$ cat src/rtl/mul_sequencer_pkg.sv
// Shared opcode/state definitions for the datapath, plus helpers for the
// shift-add multiply sequencer.
package opcodes;
   localparam int MUL_WIDTH = 16;

   // ALU function select; LSL/LSR shift Op1 by one bit position
   typedef enum logic [2:0] {
      FnMem, FnADD, FnSUB, FnAND, FnOR, FnXOR, FnLSL, FnLSR
   } alu_functions_t;

   // Multiply sequencer states
   typedef enum logic [2:0] {
      IDLE, ADD, SHL, SHR, DONE
   } mulseq_state_t;
endpackage

package mul_sequencer_pkg;
   // Iteration counter width: holds 0..WIDTH without wrapping
   function automatic int cnt_width(input int w);
      return $clog2(w) + 1;
   endfunction
endpackage

$ cat src/rtl/mul_sequencer_if.sv
// Requester / ALU-bus interface of the multiply sequencer.
// slave  : the sequencer (owns AluOp/Op1/Op2 while Busy)
// master : datapath side (drives Start/A/B, returns ALU Result)
interface mul_sequencer_if
   import opcodes::*;
#(parameter int WIDTH = MUL_WIDTH);
   logic                 Start;
   logic [WIDTH-1:0]     A;
   logic [WIDTH-1:0]     B;
   logic                 Busy;
   logic                 Done;
   logic [WIDTH-1:0]     Product;
   logic                 Overflow;
   alu_functions_t       AluOp;
   logic [WIDTH-1:0]     Op1;
   logic [WIDTH-1:0]     Op2;
   logic [WIDTH-1:0]     Result;

   modport slave (
      input  Start, A, B, Result,
      output Busy, Done, Product, Overflow, AluOp, Op1, Op2
   );

   modport master (
      output Start, A, B, Result,
      input  Busy, Done, Product, Overflow, AluOp, Op1, Op2
   );
endinterface

$ cat src/rtl/mul_sequencer.sv
// Multi-cycle unsigned WIDTHxWIDTH multiplier that borrows the shared ALU:
// each iteration is ADD (conditional accumulate), SHL (multiplicand <<1),
// SHR (multiplier >>1). Product is the low WIDTH bits; Overflow is sticky
// for the operation and set whenever a product bit would leave WIDTH.
// Optional build macro: MUL_SEQUENCER_EARLY_EXIT_EN -- finish as soon as the
// remaining multiplier is zero (data-dependent latency, same results).
module mul_sequencer
   import opcodes::*;
   import mul_sequencer_pkg::*;
#(parameter int WIDTH = MUL_WIDTH) (
   input  logic           Clock,
   input  logic           Reset,
   mul_sequencer_if.slave bus
);
   localparam int CNT_W = cnt_width(WIDTH);

   mulseq_state_t    state_q, state_d;
   logic [WIDTH-1:0] acc_q, acc_d;
   logic [WIDTH-1:0] m_q, m_d;
   logic [WIDTH-1:0] q_q, q_d;
   logic [WIDTH-1:0] prod_q, prod_d;
   logic [CNT_W-1:0] cnt_q, cnt_d;
   logic             ovf_q, ovf_d;
   logic             last_iter;

   // end of multiply: all WIDTH bits consumed, or nothing left to add
   always_comb begin
      last_iter = (cnt_q == CNT_W'(WIDTH-1));
`ifdef MUL_SEQUENCER_EARLY_EXIT_EN
      if (bus.Result == '0) last_iter = 1'b1;
`endif
   end

   // state register
   always_ff @(posedge Clock or posedge Reset) begin
      if (Reset) state_q <= IDLE;
      else       state_q <= state_d;
   end

   // next-state logic; Start only counts in IDLE
   always_comb begin
      state_d = state_q;
      case (state_q)
         IDLE:    if (bus.Start) state_d = ADD;
         ADD:     state_d = SHL;
         SHL:     state_d = SHR;
         SHR:     state_d = last_iter ? DONE : ADD;
         DONE:    state_d = IDLE;
         default: state_d = IDLE;
      endcase
   end

   // ALU bus and status outputs per state
   always_comb begin
      bus.AluOp = FnMem;
      bus.Op1   = '0;
      bus.Op2   = '0;
      bus.Busy  = (state_q != IDLE);
      bus.Done  = (state_q == DONE);
      case (state_q)
         ADD: begin
            bus.Op1 = acc_q;
            if (q_q[0]) begin
               bus.AluOp = FnADD;
               bus.Op2   = m_q;
            end
         end
         SHL: begin
            bus.AluOp = FnLSL;
            bus.Op1   = m_q;
         end
         SHR: begin
            bus.AluOp = FnLSR;
            bus.Op1   = q_q;
         end
         default: ;
      endcase
   end

   // datapath next values captured from the ALU result
   always_comb begin
      acc_d  = acc_q;
      m_d    = m_q;
      q_d    = q_q;
      cnt_d  = cnt_q;
      ovf_d  = ovf_q;
      prod_d = prod_q;
      case (state_q)
         IDLE: if (bus.Start) begin
            acc_d = '0;
            m_d   = bus.A;
            q_d   = bus.B;
            cnt_d = '0;
            ovf_d = 1'b0;
         end
         ADD: begin
            acc_d = bus.Result;
            // sum wrapped below the old accumulator: carry out of WIDTH
            if (q_q[0] && (bus.Result < acc_q)) ovf_d = 1'b1;
         end
         SHL: begin
            m_d = bus.Result;
            // a multiplicand bit leaves WIDTH while multiplier bits still need it
            if (m_q[WIDTH-1] && (q_q[WIDTH-1:1] != '0)) ovf_d = 1'b1;
         end
         SHR: begin
            q_d   = bus.Result;
            cnt_d = cnt_q + CNT_W'(1);
         end
         DONE: prod_d = acc_q;
         default: ;
      endcase
   end

   // datapath registers
   always_ff @(posedge Clock or posedge Reset) begin
      if (Reset) begin
         acc_q  <= '0;
         m_q    <= '0;
         q_q    <= '0;
         cnt_q  <= '0;
         ovf_q  <= 1'b0;
         prod_q <= '0;
      end else begin
         acc_q  <= acc_d;
         m_q    <= m_d;
         q_q    <= q_d;
         cnt_q  <= cnt_d;
         ovf_q  <= ovf_d;
         prod_q <= prod_d;
      end
   end

   assign bus.Product  = prod_q;
   assign bus.Overflow = ovf_q;
endmodule
$ cat src/flat_wrapper.sv
// flat-port wrapper written by rule: the top's interface ports become plain ports
module mul_sequencer_flat import opcodes::*; import mul_sequencer_pkg::*;
#(parameter int WIDTH = MUL_WIDTH)
  (Clock, Reset, bus_Start, bus_A, bus_B, bus_Result, bus_Busy, bus_Done, bus_Product, bus_Overflow, bus_AluOp, bus_Op1, bus_Op2);
  mul_sequencer_if #(.WIDTH(WIDTH)) bus_i ();
  input  logic Clock;
  input  logic Reset;
  input wire logic [$bits(bus_i.Start)-1:0] bus_Start;
  input wire logic [$bits(bus_i.A)-1:0] bus_A;
  input wire logic [$bits(bus_i.B)-1:0] bus_B;
  input wire logic [$bits(bus_i.Result)-1:0] bus_Result;
  output wire logic [$bits(bus_i.Busy)-1:0] bus_Busy;
  output wire logic [$bits(bus_i.Done)-1:0] bus_Done;
  output wire logic [$bits(bus_i.Product)-1:0] bus_Product;
  output wire logic [$bits(bus_i.Overflow)-1:0] bus_Overflow;
  output wire logic [$bits(bus_i.AluOp)-1:0] bus_AluOp;
  output wire logic [$bits(bus_i.Op1)-1:0] bus_Op1;
  output wire logic [$bits(bus_i.Op2)-1:0] bus_Op2;
  assign bus_i.Start = bus_Start;
  assign bus_i.A = bus_A;
  assign bus_i.B = bus_B;
  assign bus_i.Result = bus_Result;
  assign bus_Busy = bus_i.Busy;
  assign bus_Done = bus_i.Done;
  assign bus_Product = bus_i.Product;
  assign bus_Overflow = bus_i.Overflow;
  assign bus_AluOp = bus_i.AluOp;
  assign bus_Op1 = bus_i.Op1;
  assign bus_Op2 = bus_i.Op2;
  mul_sequencer #(.WIDTH(WIDTH)) u_core (.Clock(Clock), .Reset(Reset), .bus(bus_i));
endmodule
$ cat config.mk
export PLATFORM = sky130hd
export DESIGN_NAME = mul_sequencer_flat
export DESIGN_NICKNAME = d
export VERILOG_FILES = /design/src/rtl/mul_sequencer_pkg.sv /design/src/rtl/mul_sequencer_if.sv /design/src/rtl/mul_sequencer.sv /design/src/flat_wrapper.sv
export SDC_FILE = /design/constraint.sdc
export NUM_CORES = 1
export LEC_CHECK = 0
export ABC_AREA = 1
export CORE_AREA = 2 2 103 105
export DETAILED_ROUTE_END_ITERATION = 7
export DIE_AREA = 0 0 105 107
export PLACE_DENSITY = 0.74
export SYNTH_ARGS = -nofsm -noshare
export SYNTH_HDL_FRONTEND = slang
export SYNTH_SLANG_ARGS = --single-unit
$ cat constraint.sdc
create_clock -name Clock -period 3.6 [get_ports Clock]
set_input_delay 1.08 -clock Clock [delete_from_list [all_inputs] [get_ports Clock]]
set_output_delay 1.08 -clock Clock [all_outputs]
set_load 0.02 [all_outputs]
* After elaboration in Yosys (flattened, before gate mapping)
Cells that the tools add are included.
** Storage, ports and cells
- Output and inout bits :: 54
- Input bits :: 51
- Bits in registers :: 73
- Logic and storage cells :: 50
** Operators by class
- Magnitude comparators :: 1
- Equality and inequality tests :: 8
- Add/subtract/negate cells :: 1
- Reductions and logical operators :: 13
- Muxes and demuxes :: 20
** Operator list (count)
- one-hot mux 16 bit (2 select lines) :: 3
- 2-to-1 mux 16 bit :: 5
- one-hot mux 16 bit (3 select lines) :: 1
- < comparator 16 bit :: 1
- nonzero test 15 bit :: 1
- one-hot mux 3 bit (4 select lines) :: 1
- one-hot mux 5 bit (2 select lines) :: 1
- one-hot mux 3 bit (3 select lines) :: 1
- equality test 3 x 2 -> 1 bit (second input constant) :: 2
- 2-to-1 mux 3 bit :: 2
- AND reduction 2 bit :: 3
- nonzero test 2 bit :: 3
- nonzero test 3 bit :: 2
- adder 5 x 1 -> 5 bit (second input constant) :: 1
- equality test 5 x 4 -> 1 bit (second input constant) :: 1
- 2-to-1 mux 5 bit :: 1
- 2-to-1 mux 1 bit :: 4
- != test 2 x 1 -> 1 bit (second input constant) :: 2
- AND reduction 4 bit :: 1
- equality test 3 x 1 -> 1 bit (second input constant) :: 1
- equality test 3 bit (second input constant) :: 1
- logical NOT 3 bit :: 1
- one-hot mux 1 bit (3 select lines) :: 1
- logical AND 1 bit :: 2
- != test 2 bit (second input constant) :: 1

* Longest topological paths before layout
Gate-level depths: netlist (run 1).
- Depth after elaboration :: 4
- Mapped depth :: 14
- Mapped depth without buffers :: 14

* Worst setup path after synthesis (run 1)
OpenSTA, ideal clock, no wires.
- Kind :: register to output
- Start point :: reg u_core.state_q[2]
- End point :: out bus_Op1[12]
- Path slack :: 1.041 ns
- Required time :: 2.520 ns
- Buffers on the path :: 1
- Stages on the path, launching flop included :: 7
- Data arrival time :: 1.479 ns
- Cell sequence :: dfrtp_1 nor2_4 inv_2 nor2_4 inv_2 clkbuf_1 o221ai_1
** Between the ends
- Word-level cells in the longest chain between the ends :: 2
- Elaborated cells between the ends (all ways) :: 4
- Classes of those cells :: eq/ne (3); mux (1)
** RTL lines
- start: declaration :: line mul_sequencer.sv:17 : mulseq_state_t state_q, state_d;
- start signal: assignment :: line mul_sequencer.sv:37 : else state_q <= state_d;
- equality test 3 x 2 -> 1 bit or equality test 3 x 1 -> 1 bit (tied branches) :: line mul_sequencer.sv:60 : case (state_q)
- one-hot mux 16 bit (3 select lines) (*) :: line mul_sequencer.sv:60
- end: declaration :: line flat_wrapper.sv:17 : output wire logic [$bits(bus_i.Op1)-1:0] bus_Op1;
Every way passes the cells marked *; elsewhere a longest branch is shown, timed or not.

* Final worst setup path (run 1)
Ends and elaborated chain as after synthesis.

==> metrics.md, run 1 <==
| Metric | Value |
|---|---|
| CTS Buffer Depth | `2` |
| Critical Path Most Common Cell | `nor2_4` |
| DRC viols | `0` |
| Hold-fix buffers, CTS | `0` |
| Required @ worst endpoint | `2520 ps` |
| Die Y | `107 um` |
| Crit Path Category | `reg -> out` |
| First-pass GRT wire length | `19260 um` |
| Post-DRT Antenna Nets | `0` |
| Worst Max-Slew Pin Slew | `between 700 and 800 ps` |
| Post-synth top flop | `dfrtp_1` |
| Initial antenna violation count | `0` |
| Post-synth EDFFs | `0` |
| Worst vdd ir | `0.0001483 V` |
| Fmax | `285.9 MHz` |
| Grt total ovfl | `0` |
| Worst skew pair latency | `360 ps` |
| Core Area | `approximately 10000 um2` |
| Critical path's slowest cell | `clkdlybuf4s50_1` |
| Clock Sink Count | `73` |
| Ant. Diodes | `0` |
| CP max FO | `17` |
| Cell Chain, Critical Path | `nor2_4, inv_2, nor2_4, buf_4, buf_12, nand2_1, o221ai_1, clkdlybuf4s50_1` |
| Filler cell count | `around 970` |
| CTS tree | `yes` |
| Synth Cell Area | `4019 um2` |
| Finished Core Util | `53.26%` |
| Initial Util | `39.82%` |
| Via count | `3736` |
| Die width | `about 110 um` |
| Wire length per cell | `16.94 um` |
| Vias in the first global route | `3686` |
| Min cycle time layout | `3498 ps` |
| Clock Pin Slew Worst Setup and Hold Paths | `80 ps` |
| Number of vias per cell | `5.225` |
| Register area share after synthesis | `45.45%` |
| Post-synth ARST share | `100.0%` |
| Post-detail-place hpwl | `9168 um` |
| Final Total Pwr | `1.661 mW` |
| Largest net degree at the start of global routing | `74` |
| Setup WS pre-CTS | `439.0 ps` |
| Pre-antenna DRT Iters | `5` |
| Critical path arrival | `between 2000 and 2500 ps` |
| Status | `completed` |
| Post-Syn Nets | `around 540` |
| Iteration-0 DRC Markers | `236` |
| Fin Setup TNS | `0 ps` |
| Crit path max-delay family | `buffers and inverters` |
| Mapped Cells | `468` |
| Critical path's largest stage delay | `660 ps` |
| Worst setup SP type | `register` |
| Number of setup buffers added after CTS | `0` |
| Total CTS buffers | `9` |
| PwrDens | `309.1 nW/um2` |
| Worst Hold Class | `reg -> reg` |
| Share of post-route cells with drive strength above 1 | `a little under an eighth` |
| RSZ-0062 raised after global routing | `false` |
| Clock skew | `about 10 ps` |
| Area growth syn-to-layout | `33.75%` |
| Final setup vio count | `0` |
| Worst relative slew slack | `50.22%` |
| Final hold vios | `0` |
| Post-CTS resize count | `0` |
| Synth warn | `0` |
| Tcrit/Tclk final | `between 90% and 100%` |
| Fin nets | `642` |
| Commonest non-fill, non-tap cells in the layout | `clkdlybuf4s50_1 (104), nand2_1 (80), dfrtp_1 (73)` |
| Ports | `105` |
| WHS | `between 400 and 500 ps` |
| CP bufs+invs | `4` |
| Flops & latches, synth | `73` |
| Post-Syn Area per Cell | `8.587 um2` |
| Die ar. | `11240 um2` |
| CP endpoint kind | `output pin` |
| Leakage | `2.444 nW` |
| Worst setup margin | `102.0 ps` |
| GRT Total Usage | `22.02%` |
| Routed WL | `roughly 12000 um` |
| Commonest non-fill, non-tap cell in the layout | `clkdlybuf4s50_1` |
| # H-tree levels | `3` |
| Row cnt | `37` |
| Yosys cell types | `32` |
| # port buffers | `between 100 and 150` |
| Clk root buf | `clkbuf_8` |
| Placer Congestion | `0.9014` |
| # Max-Cap Violations | `0` |
| Slew Viols, Final | `0` |
report_power, final:
part / switching, mW / total, mW / internal (mW)
combinational: 0.123 / 0.235 / 0.112
sequential: 0.0162 / 0.864 / 0.848
clock: 0.317 / 0.562 / 0.245
metal layers:
layer	share of wire (%)	track usage [%]	up-vias
met5	0	0	-
met4	1.9	8.857	0
met2	48	34.09	144
li1	-	-	1776
met3	5.8	4.073	20
met1	45	30.51	1796
stage by stage:
step                cells  instance area, um2
floorplan             468                4019
global placement      690                5145
detailed placement    690                5145
CTS                   706                5308
global route          715                5375
finish                715                5375
tightest hold or removal path: cells and delay by family, from the launching register on:
family	cells	cell delay, ps
flops	1	350
compound gates	1	60
simple gates	1	50
cells in the mapped netlist (all sizes together) (4+ instances only):
cell type  count  area [um2]
nand3          6       42.54
nor2          71       306.5
nand2         82       322.8
o211ai         8       60.06
buf           23       162.6
inv           71       266.5
o221ai        16       140.1
a21oi          7       38.79
ha            17       212.7
o21ai         25       125.1
clkbuf         4       15.01
a211oi        17       177.7
nor3          18       90.09
o22ai         18       112.6
a221oi         9       97.59
dfrtp         73        1827
cell type report:
cell class | count | area, um2 | area share [%]
sequential | 73 | 1827 | 33.99
multi-input combinational | 297 | 1748 | 32.52
timing repair buffer | 122 | 1201 | 22.35
inverter | 71 | 266.5 | 4.958
tap | 136 | 170.2 | 3.166
clock buffer | 10 | 127.6 | 2.374
clock inverter | 6 | 35.03 | 0.6518
sequential cells by signal (all words and copies together), names as in the netlist:
name	count
u_core.cnt_q	5
u_core.bus.Overflow	1
u_core.state_q	3
u_core.q_q	16
u_core.bus.Product	16
u_core.acc_q	16
u_core.m_q	16
cell families after synthesis:
kind of cell | after synthesis | share of synthesized area (%)
AOI/OAI and AO/OA | 100 | 18.71
xor gates and xnor gates | 1 | 0.2180
and+or+nand+nor | 179 | 19.27
adders and majority gates | 17 | 5.293
DFF | 73 | 45.45
buffers and inverters | 98 | 11.05
final timing paths:
kind	from	to	slack, ps	cells after the start
min in group asynchronous	Reset	u_core.bus.Product[3]$_DFFE_PP0P_	1110	3
min reg2reg	u_core.bus.Product[7]$_DFFE_PP0P_	u_core.bus.Product[7]$_DFFE_PP0P_	480	2
max in group asynchronous	Reset	u_core.m_q[13]$_DFFE_PP0P_	2170	3
max reg2reg	u_core.state_q[2]$_DFFE_PP0N_	u_core.bus.Overflow$_DFFE_PP0P_	1680	10
min	u_core.bus.Product[7]$_DFFE_PP0P_	u_core.bus.Product[7]$_DFFE_PP0P_	480	2
max	u_core.state_q[2]$_DFFE_PP0N_	bus_Op1[12]	100	8
(Power assumes the default switching activity.)
==> inputs of run 2 (changes only) <==
CORE_AREA = 2 2 94 96   (was 2 2 103 105)
CTS_CLUSTER_SIZE = 40   (was default)
DIE_AREA = 0 0 96 98   (was 0 0 105 107)
PLACE_DENSITY = 0.86   (was 0.74)
==> run 2 against run 1 <==
Maximum frequency rose by 0.53%; global-route usage increased by 3.0 points; wire length down 6.4%; via count up 1.9%; sequential power about the same; clock-buffer cell count increased by 1; first-iteration DRC count is 81% higher; register-to-register slack barely moved; hold slack gained 1.5 ps; clock skew fell by 4.3 ps; highest routed layer unchanged.
==> metrics.md, run 2 (synthesized netlist as in run 1, its figures left out) <==
| Metric | Value |
|---|---|
| Finished Core Util | `63.39% (+10 points)` |
| CTS tree | `yes` |
| Clock Pin Slew Worst Setup and Hold Paths | `80 ps (about the same)` |
| Worst setup SP type | `register` |
| # port buffers | `104 (unchanged)` |
| Total CTS buffers | `9 (unchanged)` |
| Tcrit/Tclk final | `96.65% (-0.51 points)` |
| Highest metal layer with signal wires | `met4` |
| CTS Buffer Depth | `2 (unchanged)` |
| Switching power | `0.4462 mW (-2.2%)` |
| Initial Util | `47.47% (+7.7 points)` |
| RSZ-0062 raised after global routing | `false` |
| Share of post-route cells with drive strength above 1 | `10.47% (-0.93 points)` |
| Core Area | `8466 um2 (-16%)` |
| Die ar. | `9408 um2 (-16%)` |
| Worst Max-Slew Pin Slew | `745.4 ps (-0.3695 ps)` |
| Power share of the sequential group | `46.0% (-6.0 points)` |
| Leakage | `2.454 nW (+0.44%)` |
| Pre-antenna DRT Iters | `6 (+1)` |
| Iteration-0 DRC Markers | `428 (+81%)` |
| Post-detail-place hpwl | `8537 um (-6.9%)` |
| Placed cell area | `5105 um2 (-0.78%)` |
| Final hold vios | `0 (unchanged)` |
| GRT Total Usage | `24.99% (+3.0 points)` |
| Grt total ovfl | `0 (unchanged)` |
| Worst vdd ir | `0.0001781 V (+20%)` |
| Clk pwr share | `41.7% (+7.9 points)` |
| CP max FO | `14 (-3)` |
| Critical path arrival | `2400 ps (-20 ps)` |
| Worst Hold Class | `reg -> reg` |
| Final Total Pwr | `1.884 mW (+13%)` |
| Commonest non-fill, non-tap cells in the layout | `clkdlybuf4s50_1 (103), nand2_1 (80), dfrtp_1 (73)` |
| Area growth syn-to-layout | `33.53%` |
| Post-DRT Antenna Nets | `0 (unchanged)` |
| Placer Congestion | `0.8742 (-3.0%)` |
| DRC viols | `0 (unchanged)` |
| Die Y | `98 um (-8.4%)` |
| Power share of the combinational group | `12.3% (-1.8 points)` |
| Met1 WL | `4925 um (-9.1%)` |
| Slew Viols, Final | `0 (unchanged)` |
| Fmax | `287.4 MHz (+0.53%)` |
| Clk root buf | `clkbuf_8` |
| Post-route cell area | `5366 um2 (-0.16%)` |
| Fin Setup TNS | `0 ps (unchanged)` |
| Routed length on met3 | `994 um (+42%)` |
| Worst skew pair latency | `350 ps (about the same)` |
| Sw frac | `23.68% (-3.8 points)` |
| DR WL met2 | `5096 um (-11%)` |
| Final setup vio count | `0 (unchanged)` |
| Filler cell count | `700 (-28%)` |
| Wire length per cell | `16.64 um (-1.8%)` |
| Min cycle time layout | `3480 ps (-18.50 ps)` |
| Row cnt | `34 (-8.1%)` |
| Via count | `3808 (+1.9%)` |
| Crit Path Category | `reg -> out` |
| Clock Sink Count | `73 (unchanged)` |
| Routed WL | `11330 um (-6.4%)` |
| Pint | `1.438 mW (+19%)` |
| PwrDens | `351.1 nW/um2 (+14%)` |
| First-pass GRT wire length | `18020 um (-6.5%)` |
| # H-tree levels | `3 (unchanged)` |
| Ports | `105 (unchanged)` |
| Clock skew | `5.746 ps (-4.343 ps)` |
| Number of vias per cell | `5.592 (+7.0%)` |
| # Max-Cap Violations | `0 (unchanged)` |
| Initial antenna violation count | `0 (unchanged)` |
| Largest net degree at the start of global routing | `44 (-41%)` |
| Status | `completed` |
| Commonest non-fill, non-tap cell in the layout | `clkdlybuf4s50_1` |
| Vias in the first global route | `3501 (-5.0%)` |
| Ant. Diodes | `0 (unchanged)` |
| CP endpoint kind | `output pin` |
| Die width | `96 um (-8.6%)` |
| Required @ worst endpoint | `2520 ps (about the same)` |
| Worst relative slew slack | `50.25% (about the same)` |
| Fin nets | `636 (-0.93%)` |
[run 2: what timing repair did]
item / CTS / global route
hold buffers: 0 / 0
endpoints found under the setup margin: 0 / 5
buffers inserted: 0 / 2
gates resized for setup: 0 / 1
[run 2: final cells by class]
cell class	count	area, um2	area share (%)
clock buffers	11	141.4	2.635
repair buffers	116	1146	21.36
multi-input cells	297	1748	32.57
well taps	108	135.1	2.518
flip-flops and latches	73	1827	34.04
inverters	71	266.5	4.966
clock inverters	5	102.6	1.912
[run 2: stage by stage]
step | hold slack (ps) | setup WS, ps | cells
2_1_floorplan | 470.1 | 666.7 | 468
6_report | 486.3 | 120.5 | 681
5_1_grt | 508.3 | 5.086 | 681
4_1_cts | 491.4 | 64.97 | 679
3_5_place_dp | 472.0 | 450.3 | 663
3_3_place_gp | 464.7 | 510.7 | 663
[run 2: worst max-delay path: stages (launching register included)]
cell             delay [ps]
dfrtp_1                 450
nor2_4                  160
inv_2                    80
nor2_4                  240
inv_2                   210
o221ai_1                240
clkdlybuf4s50_1         670
[run 2: metal layers]
layer  up-vias  GRT usage [%]
li1       1766              -
met1      1787          36.33
met2       215          37.50
met3        40          5.170
met4         0          7.582
met5         -              0
[run 2: final timing paths]
path | from | endpoint | slack [ps] | cells after the start
setup / recovery | u_core.state_q[2]$_DFFE_PP0N_ | bus_Op1[5] | 120 | 6
hold / removal | u_core.bus.Product[9]$_DFFE_PP0P_ | u_core.bus.Product[9]$_DFFE_PP0P_ | 490 | 2
setup reg to reg | u_core.state_q[2]$_DFFE_PP0N_ | u_core.bus.Product[5]$_DFFE_PP0P_ | 1690 | 5
hold reg to reg | u_core.bus.Product[9]$_DFFE_PP0P_ | u_core.bus.Product[9]$_DFFE_PP0P_ | 490 | 2
max in group asynchronous | Reset | u_core.q_q[10]$_DFFE_PP0P_ | 1790 | 3
min in group asynchronous | Reset | u_core.bus.Product[0]$_DFFE_PP0P_ | 1140 | 2
[run 2: power groups by stage]
stage	Combinational, mW	Sequential, mW	Clock (mW)
finish	0.232	0.866	0.786
floorplan	0.111	0.877	0
detailed placement	0.231	0.881	0
global route	0.254	0.869	0.835
CTS	0.232	0.865	0.794
global placement	0.225	0.880	0
==> inputs of run 3 (changes only) <==
CAP_MARGIN = 20   (was default)
PLACE_DENSITY = 0.89   (was 0.86)
==> run 3 against run 2 <==
Wire length up 3.8%; core utilization up 0.22 points; largest cell class unchanged; highest routed layer unchanged; power up 0.49%; first-iteration DRC count down 0.93%; sequential share of layout area down 0.12 points; flip-flop and latch count unchanged; non-clock buffer count up 1.
==> metrics.md, run 3 (synthesized netlist as in run 1, its figures left out) <==
| Metric | Value |
|---|---|
| PwrDens | `351.6 nW/um2 (+0.14%)` |
| Commonest non-fill, non-tap cell in the layout | `clkdlybuf4s50_1` |
| Crit Path Category | `reg -> out` |
| Clock Pin Slew Worst Setup and Hold Paths | `90 ps (about the same)` |
| Min cycle time layout | `3428 ps (-51.60 ps)` |
| Ant. Diodes | `0 (unchanged)` |
| Finished Core Util | `63.61% (+0.22 points)` |
| Required @ worst endpoint | `2520 ps (about the same)` |
| Initial antenna violation count | `0 (unchanged)` |
| # port buffers | `104 (unchanged)` |
| Ports | `105 (unchanged)` |
| Worst skew pair latency | `370 ps (+20 ps)` |
| Highest metal layer with signal wires | `met4` |
| Share of post-route cells with drive strength above 1 | `10.98% (+0.50 points)` |
| Worst setup SP type | `register` |
| Number of vias per cell | `5.657 (+1.2%)` |
| Worst Max-Slew Pin Slew | `724.2 ps (-21.21 ps)` |
| Fmax | `291.7 MHz (+1.5%)` |
| Commonest non-fill, non-tap cells in the layout | `clkdlybuf4s50_1 (104), nand2_1 (79), dfrtp_1 (73)` |
| Largest net degree at the start of global routing | `44 (unchanged)` |
| Hold-fix buffers, CTS | `0 (unchanged)` |
| Clock Sink Count | `73 (unchanged)` |
| Clk root buf | `clkbuf_8` |
| Clock skew | `10.88 ps (+5.132 ps)` |
| FF/Latch Area | `1827 um2 (unchanged)` |
| Worst Hold Class | `reg -> reg` |
| DR WL met2 | `5652 um (+11%)` |
| DRC viols | `0 (unchanged)` |
| Post-DRT Antenna Nets | `0 (unchanged)` |
| First-pass GRT wire length | `18530 um (+2.8%)` |
| Grt total ovfl | `0 (unchanged)` |
| Core Area | `8466 um2 (unchanged)` |
| Via count | `3858 (+1.3%)` |
| CP max FO | `14 (unchanged)` |
| Routed WL | `11770 um (+3.8%)` |
| # H-tree levels | `3 (unchanged)` |
| CTS Buffer Depth | `2 (unchanged)` |
| Slew Viols, Final | `0 (unchanged)` |
| Fin Setup TNS | `0 ps (unchanged)` |
| Total CTS buffers | `9 (unchanged)` |
| Tcrit/Tclk final | `95.22% (-1.4 points)` |
| Critical path's slowest cell | `clkdlybuf4s50_1` |
| Row cnt | `34 (unchanged)` |
| Met1 WL | `4895 um (-0.61%)` |
| Routed length on met3 | `916 um (-7.8%)` |
| Critical path's largest stage delay | `640 ps (-30 ps)` |
| Leakage | `2.444 nW (-0.42%)` |
| GRT Total Usage | `25.75% (+0.76 points)` |
| Status | `completed` |
| Final hold vios | `0 (unchanged)` |
| WHS | `487.7 ps (+1.408 ps)` |
| Initial Util | `47.47% (unchanged)` |
| # Max-Cap Violations | `0 (unchanged)` |
| Placer Congestion | `0.8929 (+2.1%)` |
| Post-detail-place hpwl | `8568 um (+0.36%)` |
| Worst relative slew slack | `51.66% (+1.4 points)` |
| Fin nets | `637 (+0.16%)` |
| Multi-input gate area | `1750 um2 (+0.14%)` |
| CP endpoint kind | `output pin` |
| Cell Chain, Critical Path | `nor2_4, inv_2, nor2_4, inv_2, o221ai_1, clkdlybuf4s50_1` |
| Die Y | `98 um (unchanged)` |
| Filler cell count | `680 (-2.9%)` |
| Pre-antenna DRT Iters | `5 (-1)` |
| RSZ-0062 raised after global routing | `false` |
| Die width | `96 um (unchanged)` |
| Final setup vio count | `0 (unchanged)` |
| Critical path arrival | `2350 ps (-50 ps)` |
| Vias in the first global route | `3722 (+6.3%)` |
| Area growth syn-to-layout | `34.00%` |
| Iteration-0 DRC Markers | `424 (-0.93%)` |
| CTS tree | `yes` |
| Die ar. | `9408 um2 (unchanged)` |
| Worst vdd ir | `0.0002034 V (+14%)` |
| Wire length per cell | `17.25 um (+3.7%)` |
[run 3: path summary, 6_finish.rpt]
check	from	to	slack (ps)	cells after the start
setup / recovery	u_core.state_q[2]$_DFFE_PP0N_	bus_Op1[10]	170	6
hold / removal	u_core.bus.Product[13]$_DFFE_PP0P_	u_core.bus.Product[13]$_DFFE_PP0P_	490	2
setup reg to reg	u_core.state_q[2]$_DFFE_PP0N_	u_core.bus.Product[8]$_DFFE_PP0P_	1680	5
hold reg to reg	u_core.bus.Product[13]$_DFFE_PP0P_	u_core.bus.Product[13]$_DFFE_PP0P_	490	2
max in group asynchronous	Reset	u_core.cnt_q[3]$_DFFE_PP0P_	1860	3
min in group asynchronous	Reset	u_core.acc_q[2]$_DFFE_PP0P_	1100	2
[run 3: area by class of cell]
| class | instances | area share (%) |
|---|---|---|
| flip-flops and latches | 73 | 33.92 |
| multi-input cells | 297 | 32.50 |
| repair buffers | 117 | 21.61 |
| inverters | 71 | 4.949 |
| well taps | 108 | 2.509 |
| clock buffers | 9 | 2.300 |
| clock inverters | 7 | 2.207 |
[run 3: worst max-delay path, delay by kind of cell (launching register included)]
family,cells,cell delay [ps]
AOI/OAI and AO/OA,1,220
DFF,1,470
buffers and inverters,3,910
and+or+nand+nor,2,390
[run 3: through the flow]
step | cells | power (mW) | area [um2] | worst slack (ps)
final | 682 | 1.893 | 5385 | 172.1
after CTS | 678 | 1.889 | 5353 | 74.03
after global placement | 662 | 1.103 | 5110 | 574.9
after floorplan | 468 | 0.9885 | 4019 | 666.7
after global routing | 682 | 1.943 | 5385 | 21.09
after detailed placement | 662 | 1.111 | 5110 | 480.3
[run 3: metal layers]
metal  global-route usage [%]  vias to the layer above
li1                         -                     1768
met1                    35.02                     1870
met2                    39.48                      192
met3                    5.710                       28
met4                    10.99                        0
met5                        0                        -
[run 3: power breakdown]
group          leakage (nW)  switching (mW)  internal (mW)
logic                  1.45           0.122          0.112
registers             0.880          0.0174          0.848
clock network         0.115           0.334          0.460
[run 3: what timing repair did]
| action | in CTS | in global routing |
|---|---|---|
| resized for setup | 0 | 1 |
| hold endpoints to repair | 0 | 0 |
| endpoints found under the setup margin | 0 | 10 |
| setup buffers | 0 | 4 |
